--- src/rtl/stream_sched_if.sv ---
// Handshake and memory bundle between stream_sched and its environment.
// The master side is the scheduler. The slave side is the memory plus core harness.
interface stream_sched_if #(
    parameter int NL = 4,
    parameter int DW = 11,
    parameter int AW = 9,
    parameter int LW = 6
);
    logic                   start;
    logic [NL-1:0][LW-1:0]  length;
    logic [NL-1:0][AW-1:0]  base;
    logic                   mem_rd;
    logic [AW-1:0]          mem_addr;
    logic [DW-1:0]          mem_data;
    logic [NL-1:0]          write;
    logic [NL-1:0][DW-1:0]  out;
    logic [NL-1:0]          read;
    logic                   busy;
    logic                   done;

    modport master (
        input  start, length, base, mem_data, read,
        output mem_rd, mem_addr, write, out, busy, done
    );

    modport slave (
        output start, length, base, mem_data, read,
        input  mem_rd, mem_addr, write, out, busy, done
    );
endinterface

--- src/rtl/stream_sched.sv ---
// Round-robin scheduler that shares one single-ported stream memory across NL lanes.
// Each lane fetches its next word only after the consumer has drained the previous word.

module stream_lane #(
    parameter int DW = 11,
    parameter int AW = 9,
    parameter int LW = 6
) (
    input  logic          clk_i,
    input  logic          rst_i,
    input  logic          start_i,
    input  logic          run_i,
    input  logic          grant_i,
    input  logic          read_i,
    input  logic [LW-1:0] length_i,
    input  logic [AW-1:0] base_i,
    input  logic [DW-1:0] mem_data_i,
    output logic          elig_o,
    output logic [AW-1:0] addr_o,
    output logic          write_o,
    output logic [DW-1:0] out_o,
    output logic          fin_o
);
    logic [LW-1:0] rem_q, rem_d;
    logic [LW-1:0] idx_q, idx_d;
    logic [AW-1:0] base_q, base_d;
    logic          pend_q, pend_d;
    logic          write_q, write_d;
    logic [DW-1:0] out_q, out_d;

    always_comb begin
        rem_d   = rem_q;
        idx_d   = idx_q;
        base_d  = base_q;
        pend_d  = pend_q;
        write_d = write_q;
        out_d   = out_q;
        if (start_i) begin
            rem_d   = length_i;
            idx_d   = '0;
            base_d  = base_i;
            pend_d  = 1'b0;
            write_d = 1'b0;
        end else begin
            // A capture keeps write high even if the old word is taken on the same edge.
            if (pend_q) begin
                out_d   = mem_data_i;
                write_d = 1'b1;
                pend_d  = 1'b0;
            end else if (write_q && read_i) begin
                write_d = 1'b0;
            end
            if (grant_i) begin
                pend_d = 1'b1;
                idx_d  = idx_q + LW'(1);
                rem_d  = rem_q - LW'(1);
            end
        end
    end

    always_ff @(posedge clk_i or posedge rst_i) begin
        if (rst_i) begin
            rem_q   <= '0;
            idx_q   <= '0;
            base_q  <= '0;
            pend_q  <= 1'b0;
            write_q <= 1'b0;
            out_q   <= '0;
        end else begin
            rem_q   <= rem_d;
            idx_q   <= idx_d;
            base_q  <= base_d;
            pend_q  <= pend_d;
            write_q <= write_d;
            out_q   <= out_d;
        end
    end

    assign elig_o  = run_i && (rem_q != '0) && !pend_q && (!write_q || read_i);
    assign addr_o  = base_q + AW'(idx_q);
    assign write_o = write_q;
    assign out_o   = out_q;
    assign fin_o   = (rem_q == '0) && !pend_q && !write_q;
endmodule

module stream_sched #(
    parameter int NL = 4,
    parameter int DW = 11,
    parameter int AW = 9,
    parameter int LW = 6
) (
    input  logic           clk_i,
    input  logic           rst_i,
    stream_sched_if.master bus
);
    localparam int PW = (NL > 1) ? $clog2(NL) : 1;

    typedef enum logic [1:0] {
        IDLE = 2'd0,
        RUN  = 2'd1,
        DONE = 2'd2
    } state_t;

    state_t                state_q, state_d;
    logic [PW-1:0]         ptr_q, ptr_d;
    logic                  run, start_run, all_fin;
    logic [NL-1:0]         elig, fin, gnt_vec, write_w;
    logic [NL-1:0][AW-1:0] lane_addr;
    logic [NL-1:0][DW-1:0] out_w;
    logic                  gnt_vld;
    logic [PW-1:0]         gnt_idx, cand;

    assign run       = (state_q == RUN);
    assign start_run = bus.start && (state_q != RUN);
    assign all_fin   = &fin;

    for (genvar l = 0; l < NL; l++) begin : g_lane
        stream_lane #(.DW(DW), .AW(AW), .LW(LW)) u_lane (
            .clk_i      (clk_i),
            .rst_i      (rst_i),
            .start_i    (start_run),
            .run_i      (run),
            .grant_i    (gnt_vec[l]),
            .read_i     (bus.read[l]),
            .length_i   (bus.length[l]),
            .base_i     (bus.base[l]),
            .mem_data_i (bus.mem_data),
            .elig_o     (elig[l]),
            .addr_o     (lane_addr[l]),
            .write_o    (write_w[l]),
            .out_o      (out_w[l]),
            .fin_o      (fin[l])
        );
    end

    // Search upward from the pointer and wrap; the first eligible lane wins.
    always_comb begin
        gnt_vld = 1'b0;
        gnt_idx = '0;
        cand    = '0;
        for (int k = 0; k < NL; k++) begin
            cand = PW'((int'(ptr_q) + k) % NL);
            if (!gnt_vld && elig[cand]) begin
                gnt_vld = 1'b1;
                gnt_idx = cand;
            end
        end
    end

    always_comb begin
        gnt_vec = '0;
        if (gnt_vld) gnt_vec[gnt_idx] = 1'b1;
    end

    always_comb begin
        state_d = state_q;
        ptr_d   = ptr_q;
        case (state_q)
            IDLE, DONE: if (bus.start) state_d = RUN;
            RUN:        if (all_fin)   state_d = DONE;
            default:    state_d = IDLE;
        endcase
        if (start_run)    ptr_d = '0;
        else if (gnt_vld) ptr_d = PW'((int'(gnt_idx) + 1) % NL);
    end

    always_ff @(posedge clk_i or posedge rst_i) begin
        if (rst_i) begin
            state_q <= IDLE;
            ptr_q   <= '0;
        end else begin
            state_q <= state_d;
            ptr_q   <= ptr_d;
        end
    end

    assign bus.mem_rd   = gnt_vld;
    assign bus.mem_addr = gnt_vld ? lane_addr[gnt_idx] : '0;
    assign bus.write    = write_w;
    assign bus.out      = out_w;
    assign bus.busy     = (state_q == RUN);
    assign bus.done     = (state_q == DONE);
endmodule

--- src/flat_wrapper.sv ---
// flat-port wrapper written by rule: the top's interface ports become plain ports
module stream_sched_flat 
#(
    parameter int NL = 4,
    parameter int DW = 11,
    parameter int AW = 9,
    parameter int LW = 6
)
  (clk_i, rst_i, bus_start, bus_length, bus_base, bus_mem_data, bus_read, bus_mem_rd, bus_mem_addr, bus_write, bus_out, bus_busy, bus_done);
  stream_sched_if #(.NL(NL), .DW(DW), .AW(AW), .LW(LW)) bus_i ();
  input  logic clk_i;
  input  logic rst_i;
  input wire logic [$bits(bus_i.start)-1:0] bus_start;
  input wire logic [$bits(bus_i.length)-1:0] bus_length;
  input wire logic [$bits(bus_i.base)-1:0] bus_base;
  input wire logic [$bits(bus_i.mem_data)-1:0] bus_mem_data;
  input wire logic [$bits(bus_i.read)-1:0] bus_read;
  output wire logic [$bits(bus_i.mem_rd)-1:0] bus_mem_rd;
  output wire logic [$bits(bus_i.mem_addr)-1:0] bus_mem_addr;
  output wire logic [$bits(bus_i.write)-1:0] bus_write;
  output wire logic [$bits(bus_i.out)-1:0] bus_out;
  output wire logic [$bits(bus_i.busy)-1:0] bus_busy;
  output wire logic [$bits(bus_i.done)-1:0] bus_done;
  assign bus_i.start = bus_start;
  assign bus_i.length = bus_length;
  assign bus_i.base = bus_base;
  assign bus_i.mem_data = bus_mem_data;
  assign bus_i.read = bus_read;
  assign bus_mem_rd = bus_i.mem_rd;
  assign bus_mem_addr = bus_i.mem_addr;
  assign bus_write = bus_i.write;
  assign bus_out = bus_i.out;
  assign bus_busy = bus_i.busy;
  assign bus_done = bus_i.done;
  stream_sched #(.NL(NL), .DW(DW), .AW(AW), .LW(LW)) u_core (.clk_i(clk_i), .rst_i(rst_i), .bus(bus_i));
endmodule
--- config.mk ---
export PLATFORM = sky130hd
export DESIGN_NAME = stream_sched_flat
export DESIGN_NICKNAME = d
export VERILOG_FILES = /design/src/rtl/stream_sched_if.sv /design/src/rtl/stream_sched.sv /design/src/flat_wrapper.sv
export SDC_FILE = /design/constraint.sdc
export NUM_CORES = 1
export LEC_CHECK = 0
export ABC_AREA = 1
export ABC_CLOCK_PERIOD_IN_PS = 5000
export CAP_MARGIN = 5
export CORE_MARGIN = 8
export CORE_UTILIZATION = 45
export CTS_BUF_LIST = sky130_fd_sc_hd__clkbuf_2 sky130_fd_sc_hd__clkbuf_4 sky130_fd_sc_hd__clkbuf_8
export DETAILED_ROUTE_END_ITERATION = 16
export GPL_ROUTABILITY_DRIVEN = 0
export GPL_TIMING_DRIVEN = 0
export PLACE_DENSITY = 0.72
export SYNTH_ARGS = -nofsm -noshare
export SYNTH_HDL_FRONTEND = slang
export SYNTH_SLANG_ARGS = --single-unit
--- constraint.sdc ---
create_clock -name clk_i -period 5 [get_ports clk_i]
set_input_delay 1 -clock clk_i [delete_from_list [all_inputs] [get_ports clk_i]]
set_output_delay 1 -clock clk_i [all_outputs]
set_load 0.02 [all_outputs]
==> results summary, run 1 <==
The flow ran to the end, and the final reports show no timing, DRC or antenna violations. The synthesized net count is 1104. The number of placement rows is 48. Summing all flip-flop and latch instances after layout gives 3500 sq um. The effective utilization at floorplan came out at 45.8%. The most numerous cell on the critical path is nand2_1. The data required time at the worst endpoint is 4.00 ns. The count of final hold-check violations is 0. The number of gates resized after cts came out at 0.

The data arrival time of the critical path is 3.66 ns. In the routed design, unresolved DRC markers number 0. The endpoint of the worst-slack reg-to-reg timing path is u_core.g_lane[3].u_lane.idx_q[4]$_DFFE_PP0P_.

The clock skew is 0.0166 ns. The library cells used most frequently in the layout, excluding fill and tap cells, are nand2_1 (289), dfrtp_1 (140), clkdlybuf4s50_1 (137), inv_1 (102). The largest net degree at the start of global routing came out at 101. The top-level port count came out at 138. In this run the deepest clock path goes through 2 buffers. The worst setup path is launched from a primary input. The synthesized area per cell is 8.00 sq um. The critical path goes through clkdlybuf4s50_1 -> inv_1 -> nand2_1 -> nand2_1 -> nor2_1 -> nand3_1 -> nand2_1 -> nand2_1 -> nand2_2 -> a21oi_1 -> nand2_2 -> buf_2 -> nand3_1 -> nand3_1 -> nand2_1 -> nor2_1 -> clkdlybuf4s50_1. Global routing consumed, on the met3 layer, 4.28% of the routing resources. The startpoint identified for the worst register-to-register timing path is u_core.g_lane[0].u_lane.rem_q[0]$_DFFE_PP0P_. The path depth of the worst reg2reg path came out at 18. The slowest stage cell on the critical path is clkdlybuf4s50_1. The number of iterations in the first detailed-routing pass came out at 5. Power spread over the standard cell area amounts to 755 nW/um^2.

The vias per cell is 5.03. The y dimension of the die came out at 148 um. The destination of the worst hold path is u_core.g_lane[2].u_lane.out_o[8]$_DFFE_PP0P_. Summed over all instances, the cell type with the most area after synthesis is dfrtp_1. The total area inside the core boundary comes to 17200 sq um.

The top cell type by area accounts for 44.4% of the synthesized area. The worst setup path is captured at a primary output. The library cell used most frequently in the layout, excluding fill and tap cells, is nand2_1. Global routing used 20.1% of the available tracks across all layers. The number of nets still failing antenna checks after routing is 0. The met1 capacity usage during global routing came out at 27.8%. Static timing analysis puts the maximum clock frequency at 0.214 GHz. The post-layout minimum cycle time is 4.66 ns. The sink count of the clock tree is 140.

Broken down by cell family, the worst path's largest delay share belongs to buffers and inverters. Setup repair after global routing left no endpoint under its margin. The area growth from synthesis to layout came out at 26.4%. The number of hold buffers added after cts came out at 0. The hold slack is 0.491 ns.

The area occupied by multi-input gates is 3810 sq um. The number of buffers added by the clock tree synthesis step is 17. The die outline width is 148 um. After synthesis, the cell types taking the most area are dfrtp_1 (44%), nand2_1 (14%), ha_1 (5.7%), inv_1 (4.9%), o21ai_0 (4.8%). The count of cells along the worst hold path came out at 2. The worst setup path is of the in -> out kind. The maximum net fanout on the critical path came out at 10. The half-perimeter wire length after detailed placement came out at 16100 um.

In this run the most critical hold path is launched from u_core.g_lane[2].u_lane.out_o[8]$_DFFE_PP0P_. The wire length of the first global-routing pass is 35100 um. The via count of the first global-routing pass is 6677. The later pin in the worst-skew pair is clocked with a latency of 0.46 ns. The post-layout net count came out at 1261. The static leakage came out at 4.88 nW. After global routing, the most crowded layer is met2. The number of buffers inserted by port buffering came out at 137. The number of pins exceeding their max-slew limit in the final report came out at 0. The post-CTS setup buffer count came out at 0. In the global route stage, met2 resource usage came out at 31.1%. The setup slack of the most critical reg-to-reg path is 1.98 ns. The number of failing setup endpoints in the final timing report is 0. The count of fill cells added during filler insertion came out at 1584. The fraction of layout instances using a drive strength above 1 came out at 6.40%. The post-route total power came out at 7.53 mW.

For this run, the register share of the synthesized area comes to 44.4%. The initial antenna violation count came out at 0. The Yosys warning count came out at 0. The actual slew at the worst max-slew pin came out at 0.826 ns. The clock transition at the registers of the reported paths is 0.10 ns. The routed wire length per instance came out at 15.5 um. The count of buffer and inverter cells on the critical path is 4. Synthesis instantiated 38 different standard cells from the library. The total overflow reported by the global router came out at 0.

In this run the cell area of the synthesized design comes to 7890 sq um. The worst slew margin relative to its limit is 44.9%. The count of mapped cells out of synthesis is 986.

The peak per-stage delay on the critical path is 0.64 ns. The number of H-tree levels came out at 4. The routed layout has 6949 vias. The worst-case vdd ir drop is 0.339 mV. The repair_antennas step left the layout with diodes totalling 0. The tree is rooted in a clkbuf_8.

The path class of the tightest hold or removal check is reg -> reg. The part of the cycle the worst path needs came out at 93.3%. In this run, the number of DRC markers left after iteration 0 of detailed routing was 433. The CTS tree is yes. The wire length after detailed routing is 21400 um. Across the run, the number of max-cap violations was 0. The floorplan die area is 22000 sq um. The flip-flop and latch count after synthesis is 140.
## final cells by class
| class | count | share of cell area [%] |
|---|---|---|
| multi-input cells | 706 | 38.2 |
| flip-flops and latches | 140 | 35.1 |
| well taps | 225 | 2.82 |
| clock buffers | 18 | 2.42 |
| plain buffers | 32 | 1.73 |
| inverters | 108 | 4.12 |
| repair buffers | 138 | 14.0 |
| clock inverters | 14 | 1.57 |
## worst max path at each step
stage,startpoint,endpoint,cells after the start
after floorplan,rst_i,u_core.g_lane[0].u_lane.base_q[0]$_DFFE_PP0P_,1
after global placement,rst_i,u_core.g_lane[3].u_lane.base_q[6]$_DFFE_PP0P_,2
after detailed placement,bus_read[2],bus_mem_addr[5],17
after CTS,bus_read[3],bus_mem_addr[5],17
after global routing,bus_read[3],bus_mem_addr[0],18
final,bus_read[3],bus_mem_addr[2],17
## synth_stat cells, drive strengths merged
cell	instances
a21oi	25
a22o	1
buf	13
clkbuf	19
clkinv	1
dfrtp	140
fa	4
ha	36
inv	107
nand2	307
nand3	60
nand3b	1
nand4	6
nor2	78
nor3	6
nor3b	3
nor4	1
o211ai	20
o21ai	81
o221ai	2
o22ai	8
o31ai	10
or3	1
or4	1
xnor2	21
xor2	34
## worst min-delay path, delay by kind of cell (launching register included)
kind / cells / cell delay [ns]
compound gates: 1 / 0.06
flops: 1 / 0.35
simple gates: 1 / 0.05
## layer usage
| metal | share of wire [%] | vias up |
|---|---|---|
| met2 | 46 | 170 |
| met3 | 4.5 | 20 |
| met1 | 48 | 3273 |
| met5 | 0 | - |
| met4 | 1.5 | 0 |
| li1 | - | 3486 |
## state kept, by name, indices dropped and copies added, names as in the netlist
name	flops
u_core.state_q	2
u_core.g_lane.u_lane.base_q	36
u_core.g_lane.u_lane.idx_q	24
u_core.g_lane.u_lane.out_o	44
u_core.ptr_q	2
u_core.g_lane.u_lane.pend_q	4
u_core.g_lane.u_lane.rem_q	24
u_core.g_lane.u_lane.write_o	4
## where the power goes
group          switching (mW)  leakage [nW]  internal (mW)  total, mW
clock                   0.486         0.203          0.459      0.946
combinational            2.86          2.94           1.86       4.72
sequential              0.309          1.74           1.55       1.86
## cells by family (layout without fill, tap and decap cells)
family | after synthesis | after routing | share of synthesized area [%]
AOI/OAI and AO/OA | 147 | 147 | 10.7
xor gates and xnor gates | 55 | 55 | 6.11
adders and majority gates | 40 | 40 | 6.72
buffers and inverters | 140 | 310 | 7.33
DFF | 140 | 140 | 44.4
and+or+nand+nor | 464 | 464 | 24.7
## metrics by stage
step | setup slack (ns) | utilization, % | cells | TNS, ns | area, sq um
2_1_floorplan | 0.247 | - | 986 | 0 | 7890
3_3_place_gp | -1.80 | 55.4 | 1348 | -250.33 | 9540
3_5_place_dp | 0.338 | 55.5 | 1349 | 0 | 9570
4_1_cts | 0.328 | 57.9 | 1381 | 0 | 9970
5_1_grt | 0.0387 | 57.9 | 1381 | 0 | 9970
6_report | 0.336 | 57.9 | 1381 | 0 | 9970
(Power assumes the default switching activity.)
==> run 2: changes to the inputs <==
--- a/config.mk
+++ b/config.mk
@@ -17,4 +17,5 @@
 export PLACE_DENSITY = 0.72
 export SYNTH_ARGS = -nofsm -noshare
 export SYNTH_HDL_FRONTEND = slang
+export SYNTH_HIERARCHICAL = 1
 export SYNTH_SLANG_ARGS = --single-unit
==> run 2 against run 1 <==
Non-clock buffer count down 8. Sequential share of layout area down 2.8 points. Power up 11%. Critical path type unchanged. Highest routed layer unchanged.
==> results summary, run 2 <==
At the pin with the least slew margin, the transition time is 0.803 ns. The critical path endpoint category is a primary output. In this run the most critical hold path is launched from u_core/g_lane[3].u_lane/base_q[0]$_DFFE_PP0P_.

Buffers placed on the I/O ports in this run total 137. Summed over all instances, the cell type with the most area after synthesis is dfrtp_1. The effective utilization at floorplan came out at 46.1%. The library cell used most frequently in the layout, excluding fill and tap cells, is nand2_1.

The critical path starts at bus_read[1]. The worst setup path is launched from a primary input. The max capacitance violation total is 0.

The commonest cells after synthesis are nand2_1 (321), inv_1 (149), dfrtp_1 (140), nor2_1 (63), nand3_1 (60). Global routing used 19.1% of the available tracks across all layers. For this run, the leading register cell type out of synthesis is dfrtp_1.

The fraction of layout instances using a drive strength above 1 came out at 13.1%. The count of cells along the worst hold path is 2. The number of placement rows is 50. The power density of the placed cells came out at 768 nW/um^2. Pin placement for this block handled 138 I/O pins. The via count of the first global-routing pass came out at 7489. The static leakage came out at 5.70 nW. Dividing the detail-routed wire length by the instance count gives 14.7 um.

The final layout contains 1332 nets. The most frequently used cell type in the post-synthesis netlist is nand2_1. The largest net degree at the start of global routing is 35. The number of buffers added by the clock tree synthesis step is 17. The wire length of the first global-routing pass is 36900 um. The worst register-to-register path has a depth of 18. Prior to clock tree synthesis, the placed netlist has a worst setup slack of 0.130 ns.

At the end of the flow the core is filled with cells to 57.6%. The switching part of the total is 47.9%. The area growth from synthesis to layout is 25.0%. The post-route total power is 8.33 mW. The initial antenna violation count was 0. After clock tree synthesis, the clock-pin slew on the worst setup and hold paths is 0.09 ns. The final worst-path setup slack came out at 0.227 ns.

Each instance of the synthesized netlist takes up on average 8.24 sq um. The detail route stage leaves a number of antenna-violating nets equal to 0. The total number of vias is 7259. The post-layout minimum cycle time came out at 4.77 ns. The iteration-0 DRC count of the detailed router is 338. The number of pins exceeding their max-slew limit in the final report is 0. Derived from the worst setup path, the maximum achievable clock frequency is 0.210 GHz. By area the synthesized netlist is led by dfrtp_1 (40%), nand2_1 (14%), mux2_4 (6.9%), inv_1 (6.4%), ha_1 (5.8%). The Yosys warning count is 6. The core outline area came out at 18800 sq um. The clock network burns 12.1% of the power. The number of failing setup endpoints in the final timing report came out at 0. The net load switching power is 3.99 mW.

The sink count of the clock tree is 140. The number of H-tree levels came out at 4. After detailed routing, the number of remaining DRC violations is 0. The sequential fraction of design power came out at 23.9%. The share of the Yosys chip area taken by registers is 40.4%.

The top cell type's share of synthesized area came out at 40.4%. The run finished with clean final reports. Per report_power, the combinational group accounts for 64.0% of the total. The data required time at the worst endpoint is 4.00 ns. The CTS tree is yes.

From bottom edge to top edge, the die measures 155 um. The worst pin sits at a relative slew slack of 46.4%. The count of mapped cells out of synthesis came out at 1053. The root buffer cell chosen for the clock tree is clkbuf_8. The count of final hold-check violations came out at 0. The wire length after detailed routing came out at 21900 um. The area used by sequential logic in the layout is 3500 sq um. The synthesized netlist occupies a cell area of 8670 sq um.

Counting every net in the synthesized netlist gives 1175. The total overflow reported by the global router came out at 0. Counting flops with an async set or reset pin after synthesis yields a share of 100%. The flip-flop count of the largest register, all copies and words added came out at 44. After filler insertion, the fill cell instance count of the layout stands at 1683. After synthesis the netlist holds a flip-flop and latch count of 140. Synthesis instantiated 37 different standard cells from the library.

The post-CTS setup buffer count is 0. The worst hold path class is reg -> reg. The setup path with the least slack is of type in -> out. The internal power component came out at 4.34 mW. Once detailed placement completed, the half-perimeter wirelength came to 16600 um.

The number of iterations in the first detailed-routing pass is 6. The startpoint of the worst-slack reg-to-reg timing path is u_core/state_q[1]$_DFFE_PP0P_. The maximum net fanout on the critical path is 10. At the worst endpoint, the arrival time is 3.77 ns. The worst-case IR drop observed on VDD is 0.477 mV. The clock skew came out at 0.0125 ns. The vias per cell came out at 4.89. The floorplan die area came out at 24000 sq um.

The clock latency of the later-clocked register in the worst-skew pair is 0.46 ns. The part of the cycle the worst path needs came out at 95.5%. The largest buffer count on any clock path is 2. The die outline width came out at 155 um.

The area occupied by multi-input gates came out at 4370 sq um. The number of enable flip-flop cells after synthesis is 0. Leaving out fill and tap cells, the most frequent cells in the layout are nand2_1 (321), inv_1 (145), dfrtp_1 (140), clkdlybuf4s50_1 (129), nor2_1 (61).
run 2: what timing repair did:
item / in CTS / in global routing
setup endpoints to repair: 0 / 9
hold buffers: 0 / 0
gates resized for setup: 0 / 9
run 2: through the flow:
stage	instances	setup TNS (ns)	hold slack [ns]	cell area (sq um)
final	1484	0	0.490	10800
after global routing	1483	-0.000533	0.511	10800
after CTS	1483	0	0.488	10800
after detailed placement	1451	0	0.464	10400
after global placement	1450	0	0.459	10400
after floorplan	1053	0	0.446	8670
run 2: worst max-delay path, cell delays in order:
cell and delay, ns:
clkdlybuf4s50_1 0.45, inv_1 0.05, a21oi_1 0.18, and3_1 0.23, inv_1 0.06, nand2_1 0.09, nand3_2 0.11, nand2_4 0.10
inv_1 0.09, nand2_2 0.09, nand2_4 0.09, buf_2 0.19, nand4_1 0.10, nand3_1 0.08, a21oi_1 0.20, clkdlybuf4s50_1 0.65
run 2: final timing paths:
check	end	slack, ns
max	bus_mem_addr[6]	0.23
min	u_core/g_lane[3].u_lane/base_q[0]$_DFFE_PP0P_	0.49
max reg2reg	u_core/g_lane[3].u_lane/rem_q[1]$_DFFE_PP0P_	1.70
min reg2reg	u_core/g_lane[3].u_lane/base_q[0]$_DFFE_PP0P_	0.49
max in group asynchronous	u_core/g_lane[0].u_lane/idx_q[0]$_DFFE_PP0P_	3.32
min in group asynchronous	u_core/state_q[0]$_DFFE_PP0P_	0.88
run 2: area by class of cell:
class | instances | area share [%]
Sequential cell | 140 | 32.3
Clock buffer | 17 | 2.16
Timing Repair Buffer | 138 | 13.0
Multi-Input combinational cell | 728 | 40.3
Tap cell | 260 | 3.00
Clock inverter | 15 | 1.82
Inverter | 161 | 5.64
Antenna cell | 1 | 0.0231
Buffer | 24 | 1.73
run 2: power groups by stage:
stage	logic (mW)	registers (mW)	clock network [mW]
finish	5.33	1.99	1.01
global route	5.90	2.06	1.09
CTS	5.39	1.99	1.04
detailed placement	5.38	1.99	0
global placement	5.30	2.00	0
floorplan	3.46	2.16	0
run 2: metal layers:
layer  part of all wire, %  routed length [um]  vias up  global-route usage [%]
met2                    45                9910      175                    30.9
met3                   7.7                1680       11                    7.55
met1                    46               10100     3404                    23.9
li1                      -                   -     3669                       -
met5                     0                   0        -                       0
met4                  0.72                 157        0                    3.59
run 2: logic make-up (layout without fill, tap and decap cells):
| family | Yosys count | after routing | share of synthesized area (%) |
|---|---|---|---|
| xor+xnor | 24 | 24 | 2.42 |
| simple gates | 525 | 525 | 27.1 |
| flops | 140 | 140 | 40.4 |
| mux | 44 | 44 | 7.44 |
| fa+ha+maj | 44 | 44 | 6.69 |
| other cells | 0 | 1 | 0 |
| compound gates | 91 | 91 | 6.74 |
| buf+inv | 185 | 355 | 9.22 |
==> run 3: changes to the inputs <==
--- a/config.mk
+++ b/config.mk
@@ -17,5 +17,4 @@
 export PLACE_DENSITY = 0.72
 export SYNTH_ARGS = -nofsm -noshare
 export SYNTH_HDL_FRONTEND = slang
-export SYNTH_HIERARCHICAL = 1
 export SYNTH_SLANG_ARGS = --single-unit
==> results of run 3 <==
No change in the layout: final DEF, timing and power equal those of run 1.
